File: config.mk
export PLATFORM = sky130hd
export DESIGN_NAME = snap_commit_ctrl
export DESIGN_NICKNAME = d
export VERILOG_FILES = /design/src/rtl/snap_pkg.sv /design/src/rtl/rr_arb2.sv /design/src/rtl/snap_commit_ctrl.sv
export SDC_FILE = /design/constraint.sdc
export NUM_CORES = 1
export LEC_CHECK = 0
export BUFFER_PORTS_ARGS = -buffer_cell sky130_fd_sc_hd__buf_2
export CAP_MARGIN = 40
export CORE_ASPECT_RATIO = 0.75
export CORE_MARGIN = 2
export CORE_UTILIZATION = 45
export CTS_CLUSTER_SIZE = 12
export DETAILED_ROUTE_END_ITERATION = 16
export GPL_TIMING_DRIVEN = 0
export PLACE_DENSITY = 0.66
export SLEW_MARGIN = 25
export SYNTH_ARGS = -nofsm -noshare
export SYNTH_HDL_FRONTEND = slang
export SYNTH_HIERARCHICAL = 1
export SYNTH_SLANG_ARGS = --single-unit
File: constraint.sdc
create_clock -name clk -period 8.37 [get_ports clk]
set_input_delay 1.674 -clock clk [delete_from_list [all_inputs] [get_ports clk]]
set_output_delay 1.674 -clock clk [all_outputs]
set_load 0.01 [all_outputs]
File: src/rtl/snap_pkg.sv
// Shared types and widths for the frame-synchronous snapshot commit controller.
package snap_pkg;

  localparam int REZ_W   = 32;
  localparam int MARK_W  = 8;
  localparam int TIM_W   = 16;
  localparam int BLINK_W = 5;

  typedef enum logic {
    IDLE   = 1'b0,
    COMMIT = 1'b1
  } state_e;

  typedef struct packed {
    logic [REZ_W-1:0]  rez1;
    logic [REZ_W-1:0]  rez2;
    logic [MARK_W-1:0] mark;
  } a_data_t;

  typedef struct packed {
    logic [TIM_W-1:0] freq;
    logic [TIM_W-1:0] elapsed;
  } b_data_t;

  // True on the cycle vs enters its active level.
  function automatic logic sync_edge(input logic vs, input logic vs_prev, input logic pol);
    return (vs == pol) && (vs_prev != pol);
  endfunction

endpackage

File: src/rtl/rr_arb2.sv
// Two-requester round-robin arbiter; the pointer favours A out of reset and moves only on a grant.
module rr_arb2 (
  input  logic       clk,
  input  logic       reset,
  input  logic       en_i,
  input  logic [1:0] req_i,
  output logic [1:0] gnt_o,
  output logic       ptr_o
);

  // ptr_q == 0 favours A, ptr_q == 1 favours B.
  logic ptr_q, ptr_d;

  // NOTE: every output of a combinational block gets a default before any branch so no latch is inferred.
  always_comb begin
    gnt_o = 2'b00;
    ptr_d = ptr_q;
    if (en_i) begin
      case (req_i)
        2'b01:   gnt_o = 2'b01;
        2'b10:   gnt_o = 2'b10;
        2'b11:   gnt_o = ptr_q ? 2'b10 : 2'b01;
        default: gnt_o = 2'b00;
      endcase
    end
    if (gnt_o[0]) begin
      ptr_d = 1'b1;
    end else if (gnt_o[1]) begin
      ptr_d = 1'b0;
    end
  end

  // NOTE: sequential state is updated with non-blocking assignments only, so every flop samples pre-edge values.
  always_ff @(posedge clk or posedge reset) begin
    if (reset) begin
      ptr_q <= 1'b0;
    end else begin
      ptr_q <= ptr_d;
    end
  end

  assign ptr_o = ptr_q;

endmodule

File: src/rtl/snap_commit_ctrl.sv
// Shadows updates from the test engine (A) and timing source (B) and commits them atomically at vsync.
// Optional build macro SNAP_BLINK_EN adds a 32-frame on/off blink of the committed marker.
module snap_commit_ctrl
  import snap_pkg::*;
#(
  parameter bit VS_POL = 1'b1
) (
  input  logic              clk,
  input  logic              reset,
  input  logic              vs,
  input  logic              a_req,
  output logic              a_ack,
  input  logic [REZ_W-1:0]  a_rez1,
  input  logic [REZ_W-1:0]  a_rez2,
  input  logic [MARK_W-1:0] a_mark,
  input  logic              b_req,
  output logic              b_ack,
  input  logic [TIM_W-1:0]  b_freq,
  input  logic [TIM_W-1:0]  b_elapsed,
  output logic [REZ_W-1:0]  rez1,
  output logic [REZ_W-1:0]  rez2,
  output logic [MARK_W-1:0] mark,
  output logic [TIM_W-1:0]  freq,
  output logic [TIM_W-1:0]  elapsed,
  output logic [1:0]        pending,
  output logic              frame_tick
);

  state_e     state_q, state_d;
  logic       vs_prev_q;
  logic       edge_w;
  logic       commit;
  logic       arb_en;
  logic [1:0] req_elig;
  logic [1:0] gnt;
  logic       arb_ptr;

  logic [1:0] ack_q, ack_d;
  logic [1:0] dirty_q, dirty_d;
  logic       frame_tick_q, frame_tick_d;
  a_data_t    a_shadow_q, a_shadow_d, a_out_q, a_out_d;
  b_data_t    b_shadow_q, b_shadow_d, b_out_q, b_out_d;

  assign edge_w = sync_edge(vs, vs_prev_q, VS_POL);

  always_comb begin
    state_d = state_q;
    commit  = 1'b0;
    unique case (state_q)
      IDLE: begin
        if (edge_w) state_d = COMMIT;
      end
      COMMIT: begin
        commit  = 1'b1;
        state_d = IDLE;
      end
      default: state_d = IDLE;
    endcase
  end

  // Acks are registered, so a grant decided now is visible next cycle. Blocking grants
  // whenever the next state is COMMIT keeps acks out of the COMMIT cycle, while a request
  // seen during COMMIT is acked in the IDLE cycle that follows.
  assign arb_en = (state_d == IDLE);

  // A port whose ack is showing has not yet dropped req; it becomes eligible again next cycle.
  assign req_elig = {b_req, a_req} & ~ack_q;

  rr_arb2 u_arb (
    .clk   (clk),
    .reset (reset),
    .en_i  (arb_en),
    .req_i (req_elig),
    .gnt_o (gnt),
    .ptr_o (arb_ptr)
  );

  always_comb begin
    ack_d        = gnt;
    frame_tick_d = commit;
    dirty_d      = dirty_q;
    a_shadow_d   = a_shadow_q;
    b_shadow_d   = b_shadow_q;
    a_out_d      = a_out_q;
    b_out_d      = b_out_q;

    if (commit) begin
      if (dirty_q[0]) a_out_d = a_shadow_q;
      if (dirty_q[1]) b_out_d = b_shadow_q;
      dirty_d = 2'b00;
    end

    // A grant landing on the commit edge refills the shadow after the copy, so it stays pending.
    if (gnt[0]) begin
      a_shadow_d = '{rez1: a_rez1, rez2: a_rez2, mark: a_mark};
      dirty_d[0] = 1'b1;
    end
    if (gnt[1]) begin
      b_shadow_d = '{freq: b_freq, elapsed: b_elapsed};
      dirty_d[1] = 1'b1;
    end
  end

  // NOTE: shadows and outputs are plain registers, not RAM, so they take a defined reset value
  // and an aborted commit leaves nothing half-written.
  always_ff @(posedge clk or posedge reset) begin
    if (reset) begin
      state_q      <= IDLE;
      vs_prev_q    <= VS_POL;
      ack_q        <= 2'b00;
      dirty_q      <= 2'b00;
      frame_tick_q <= 1'b0;
      a_shadow_q   <= '0;
      b_shadow_q   <= '0;
      a_out_q      <= '0;
      b_out_q      <= '0;
    end else begin
      state_q      <= state_d;
      vs_prev_q    <= vs;
      ack_q        <= ack_d;
      dirty_q      <= dirty_d;
      frame_tick_q <= frame_tick_d;
      a_shadow_q   <= a_shadow_d;
      b_shadow_q   <= b_shadow_d;
      a_out_q      <= a_out_d;
      b_out_q      <= b_out_d;
    end
  end

`ifdef SNAP_BLINK_EN
  logic [BLINK_W-1:0] blink_cnt_q, blink_cnt_d;

  assign blink_cnt_d = commit ? blink_cnt_q + 1'b1 : blink_cnt_q;

  always_ff @(posedge clk or posedge reset) begin
    if (reset) begin
      blink_cnt_q <= '0;
    end else begin
      blink_cnt_q <= blink_cnt_d;
    end
  end

  assign mark = blink_cnt_q[BLINK_W-1] ? '0 : a_out_q.mark;
`else
  assign mark = a_out_q.mark;
`endif

  assign a_ack      = ack_q[0];
  assign b_ack      = ack_q[1];
  assign rez1       = a_out_q.rez1;
  assign rez2       = a_out_q.rez2;
  assign freq       = b_out_q.freq;
  assign elapsed    = b_out_q.elapsed;
  assign pending    = dirty_q;
  assign frame_tick = frame_tick_q;

  a_ack_onehot: assert property (@(posedge clk) disable iff (reset) !(a_ack && b_ack));
  no_ack_in_commit: assert property (@(posedge clk) disable iff (reset)
    (state_q == COMMIT) |-> (ack_q == 2'b00));
  ptr_follows_grant: assert property (@(posedge clk) disable iff (reset)
    (ack_q != 2'b00) |-> (arb_ptr == ack_q[0]));

endmodule

## Word level (Yosys, flattened, before mapping)

Index checks and enable logic that the tools add are counted.

| operators by class | value |
|---|---|
| equality and inequality tests | 3 |
| muxes and demuxes | 11 |
| bitwise gates (word level) | 4 |
| reductions and logical operators | 6 |

Operators with widths:

| kind | count |
|---|---|
| $mux W1 | 6 |
| $mux W2 | 3 |
| $pmux W2 S3 | 1 |
| $reduce_bool A2 Y1 | 3 |
| $eq A2 B2 Y1 const B | 2 |
| $reduce_and A2 Y1 | 2 |
| $and A2 B2 Y2 | 1 |
| $eq A2 B1 Y1 const B | 1 |
| $not A1 Y1 | 2 |
| $not A2 Y2 | 1 |
| $pmux W1 S2 | 1 |
| $logic_and A1 B1 Y1 | 1 |

| storage, ports and cells | value |
|---|---|
| bits in registers | 216 |

## Logic depth before layout (Yosys ltp)

| logic depth | value |
|---|---|
| depth in word-level cells | 7 |
| mapped depth | 8 |
| gate-level depth less buffers | 5 |

## By module

The synthesis kept the hierarchy.

By module, submodules not included:

| module | instances | cells an instance | area an instance (µm²) | seq. area each (µm²) |
|---|---|---|---|---|
| snap_commit_ctrl | 1 | 456 | 7961.4 | 5381.4 |
| rr_arb2 | 1 | 10 | 72.6 | 25.0 |

## Worst setup path before layout

Ideal clock, no wire load.

| timing path | value |
|---|---|
| path type | input-to-reg |
| from | in a_req |
| to | reg a_shadow_q[10] in the netlist's numbering |
| arrival time | 2.841 ns |
| slack | 5.404 ns |
| stages | 7 |
| path buffers | 3 |
| path through | nor2b_1 nand2_1 a21oi_1 buf_4 buf_2 buf_2 mux2_2 |

| between the ends | value |
|---|---|
| longest elaborated chain between the ends | 4 |
| elaborated cells between the ends (all ways) | 6 |

RTL lines:

| item | line | source |
|---|---|---|
| start, declared | snap_commit_ctrl.sv:11 | `input logic a_req,` |
| $and A2 B2 Y2 * | snap_commit_ctrl.sv:67 | `assign req_elig = {b_req, a_req} & ~ack_q;` |
| $eq A2 B2 Y1 / $eq A2 B1 Y1 (equally long branches) | rr_arb2.sv:19 | `case (req_i)` |
| $pmux W2 S3 * | rr_arb2.sv:19 |  |
| $mux W2 * | rr_arb2.sv:18 | `if (en_i) begin` |
| via ack_d[0] | snap_commit_ctrl.sv:38 | `logic [1:0] ack_q, ack_d;` |
| end signal, assigned | snap_commit_ctrl.sv:123 | `a_shadow_q <= a_shadow_d;` |
| end, declared | snap_commit_ctrl.sv:41 | `a_data_t a_shadow_q, a_shadow_d, a_out_q, a_out_d;` |

The timed path passes the listed nets; every way through them passes the cells marked *.
A chain may end at the register's enable or synchronous reset.

## Worst setup path in the final report

| timing path | value |
|---|---|
| from | in a_req |
| to | reg a_shadow_q[33] in the netlist's numbering |

| between the ends | value |
|---|---|
| longest elaborated chain between the ends | 4 |
| elaborated cells between the ends (all ways) | 6 |

RTL lines:

| item | line | source |
|---|---|---|
| $and A2 B2 Y2 * | snap_commit_ctrl.sv:67 |  |
| via req_elig[0] | snap_commit_ctrl.sv:34 | `logic [1:0] req_elig;` |
| $eq A2 B2 Y1 / $eq A2 B1 Y1 (equally long branches) | rr_arb2.sv:19 |  |
| $pmux W2 S3 * | rr_arb2.sv:19 |  |
| $mux W2 * | rr_arb2.sv:18 |  |
| via ack_d[0] | snap_commit_ctrl.sv:38 |  |

Marked as above.

==> results.toml <==
[route]
postRouteAntennaNets = 0
wl_mm = 16.0
vias = 4603
wl_per_cell_um = 16.6
post_drt_via_cell_ratio = 4.79
firstDrtPassIters = 4
drc_errors = 0
drtIter0Drc = 161

[sta]
skew_ns = 0.00566
finalCriticalPeriod_ns = 2.87
clock.fmax_mhz = 349
setup_tns_ns = 0
setup_viol = 0
rsz0062_at_grt = "no"
worst_pin_slew_ns = 0.497
drv_slew = 0
slew_headroom = 0.669
fin_crit_sh = 0.342
finalHoldViolCount = 0

[synth]
synth_top_cell_by_area = "dfrtp_1"
yosys.area.top_type_share = 0.670
synth_ff_type = "dfrtp_1"
synthTopCellsByArea = "dfrtp_1 67%, mux2_2 29%, clkbuf_8 1.2%, buf_2 0.75%, buf_4 0.37%"
async_reset_ff_frac = 1.00
syn_area_per_cell_um2 = 17.2
synth_area_um2 = 8030
yosysUniqueCellTypes = 16
yosysWarnings = 6
syn_nets = 575
synth_seq_area_share = 0.673
ys_top_cells_by_count = "215 x dfrtp_1, 208 x mux2_2, 12 x buf_2"
netlist_instances = 466
synth_edf_count = 0
synth-seq-cells = 216
yosysMostFrequentCell = "dfrtp_1"

[power]
ir_drop_v = 0.000199
total_power_uw = 3560
leakage_uw = 0.00478
p_per_area_nw_per_um2 = 351

[setup_path]
critical_path_class = "input pin to flip-flop"
crit_arrival_ns = 3.24
startpoint = "a_req"
path_cells = "buf_2 > nor2b_1 > nand2_1 > a21oi_1 > buf_4 > buf_2 > buf_2 > mux2_2"
slowest_delay_ns = 0.37
critPathTopFamily = "buffers and inverters"
crit_top_cell = "buf_2"
worstSetupEndpointType = "flip-flop"
r2r_end = "a_shadow_q[33]$_DFFE_PP0P_"
cp.required_ns = 8.74
ff2ff_path_depth = 8
rrSetupSlack_ns = 6.27
rr_startpoint = "vs_prev_q$_DFF_PP1_"
worst-path-buf-inv = 4
cpMaxStageDelayCell = "mux2_2"
crit_fanout = 10
worst_setup_path_start_kind = "input pin"

[die]
rows = 42
die_height_um = 120
placeableCoreArea_um2 = 17600
start_util = 0.458
die_area_um2 = 18900
ios = 218
die_x_um = 158

[worst_hold_path]
whs_endpoint = "frame_tick$_DFF_PP0_"
hold_depth = 0
hp-start = "state_q$_DFF_PP0_"
hp-class = "flip-flop to flip-flop"

[global_route]
grt_pass1_vias = 5027
grt_start_max_net_pins = 101
overflow = 0
grt_pass1_wl_mm = 25.9
antenna_found_initial = 3
grt_util_all_layers = 0.173

[clock_tree]
cts_buffers = 22
cts_setup_buffers = 0
postCtsHoldBufs = 0
cts_tree = "built"
clk_pin_slew_ns = 0.06
clock_latency_ns = 0.49
clk_path_buf_depth = 3
root_buffer = "clkbuf_16"
clkSinkCount = 216
cts_resized = 0
htreeDepth = 1

[final_layout]
drive_gt1_frac = 0.669
nets = 818
fin_area_um2 = 10100
fillers = 1440
fin_cells = 961
area_growth_syn_to_layout_pct = 26.1

[placed_design]
placed_cell_area_um2 = 9490
dp_cells = 927
place.gp.congestion = 0.812
place_hpwl_mm = 11.4
numPortBuffers = 217

[run]
max-cap-violations = 0

[outcome]
status = "complete, no violations"
[cell families after synthesis]
family,after synthesis,synth area share
multiplexers,208,0.292
buffers and inverters,27,0.0251
AND/OR/NAND/NOR,10,0.00623
flip-flops,216,0.673
AO/OA/AOI/OAI,5,0.00420
[worst max path at each step]
stage                                 endpoint  slack (ns)  cells after the start
floorplan            a_shadow_q[0]$_DFFE_PP0P_        0.82                      1
global placement    a_shadow_q[69]$_DFFE_PP0P_       -1.02                      2
detailed placement  a_shadow_q[24]$_DFFE_PP0P_        4.99                      8
CTS                 a_shadow_q[24]$_DFFE_PP0P_        5.50                      8
global route        a_shadow_q[26]$_DFFE_PP0P_        5.38                      8
finish              a_shadow_q[33]$_DFFE_PP0P_        5.50                      8
[layout by cell type (no fill, tap or decap), drive strengths merged]
cell type	n
dfrtp	215
bufinv	1
diode	3
nor2b	2
inv	4
mux2	208
and2	1
clkbuf	37
a21o	2
nor2	1
nand2	5
and3	1
buf	235
a21oi	3
dfstp	1
[cell type report]
| class | count | area (µm²) | share of cell area |
|---|---|---|---|
| Clock inverter | 1 | 30.0 | 0.00296 |
| Multi-Input combinational cell | 223 | 2430 | 0.239 |
| Inverter | 4 | 22.5 | 0.00222 |
| Sequential cell | 216 | 5410 | 0.533 |
| Tap cell | 242 | 303 | 0.0299 |
| Antenna cell | 3 | 7.51 | 0.000741 |
| Timing Repair Buffer | 219 | 1140 | 0.113 |
| Clock buffer | 30 | 612 | 0.0604 |
| Buffer | 23 | 186 | 0.0184 |
[registers in the layout, indices dropped and copies added, names as in the netlist]
signal       count
ack_q            2
a_shadow_q      72
mark             8
b_shadow_q      32
u_arb/ptr_o      1
elapsed         16
rez1            32
state_q          1
pending          2
frame_tick       1
vs_prev_q        1
freq            16
rez2            32
[power by group]
part           total [µW]  switching [µW]  internal, µW
Combinational         985             437           548
Sequential           1680             203          1470
Clock                 899             366           533
[per-layer routing]
layer / GRT usage / up-vias / share of wire
met4: 0.0495 / 0 / 0.027
li1: - / 2104 / -
met1: 0.230 / 2325 / 0.44
met3: 0.0560 / 30 / 0.080
met2: 0.272 / 144 / 0.45
met5: 0 / - / 0
[metrics by stage]
stage	hold slack [ns]	utilization	worst slack (ns)
finish	0.469	0.577	5.50
floorplan	0.430	-	0.818
global route	0.505	0.577	5.38
CTS	0.473	0.577	5.50
global placement	0.451	0.537	-1.02
detailed placement	0.459	0.540	4.99
Power figures use the tool's default switching activity.
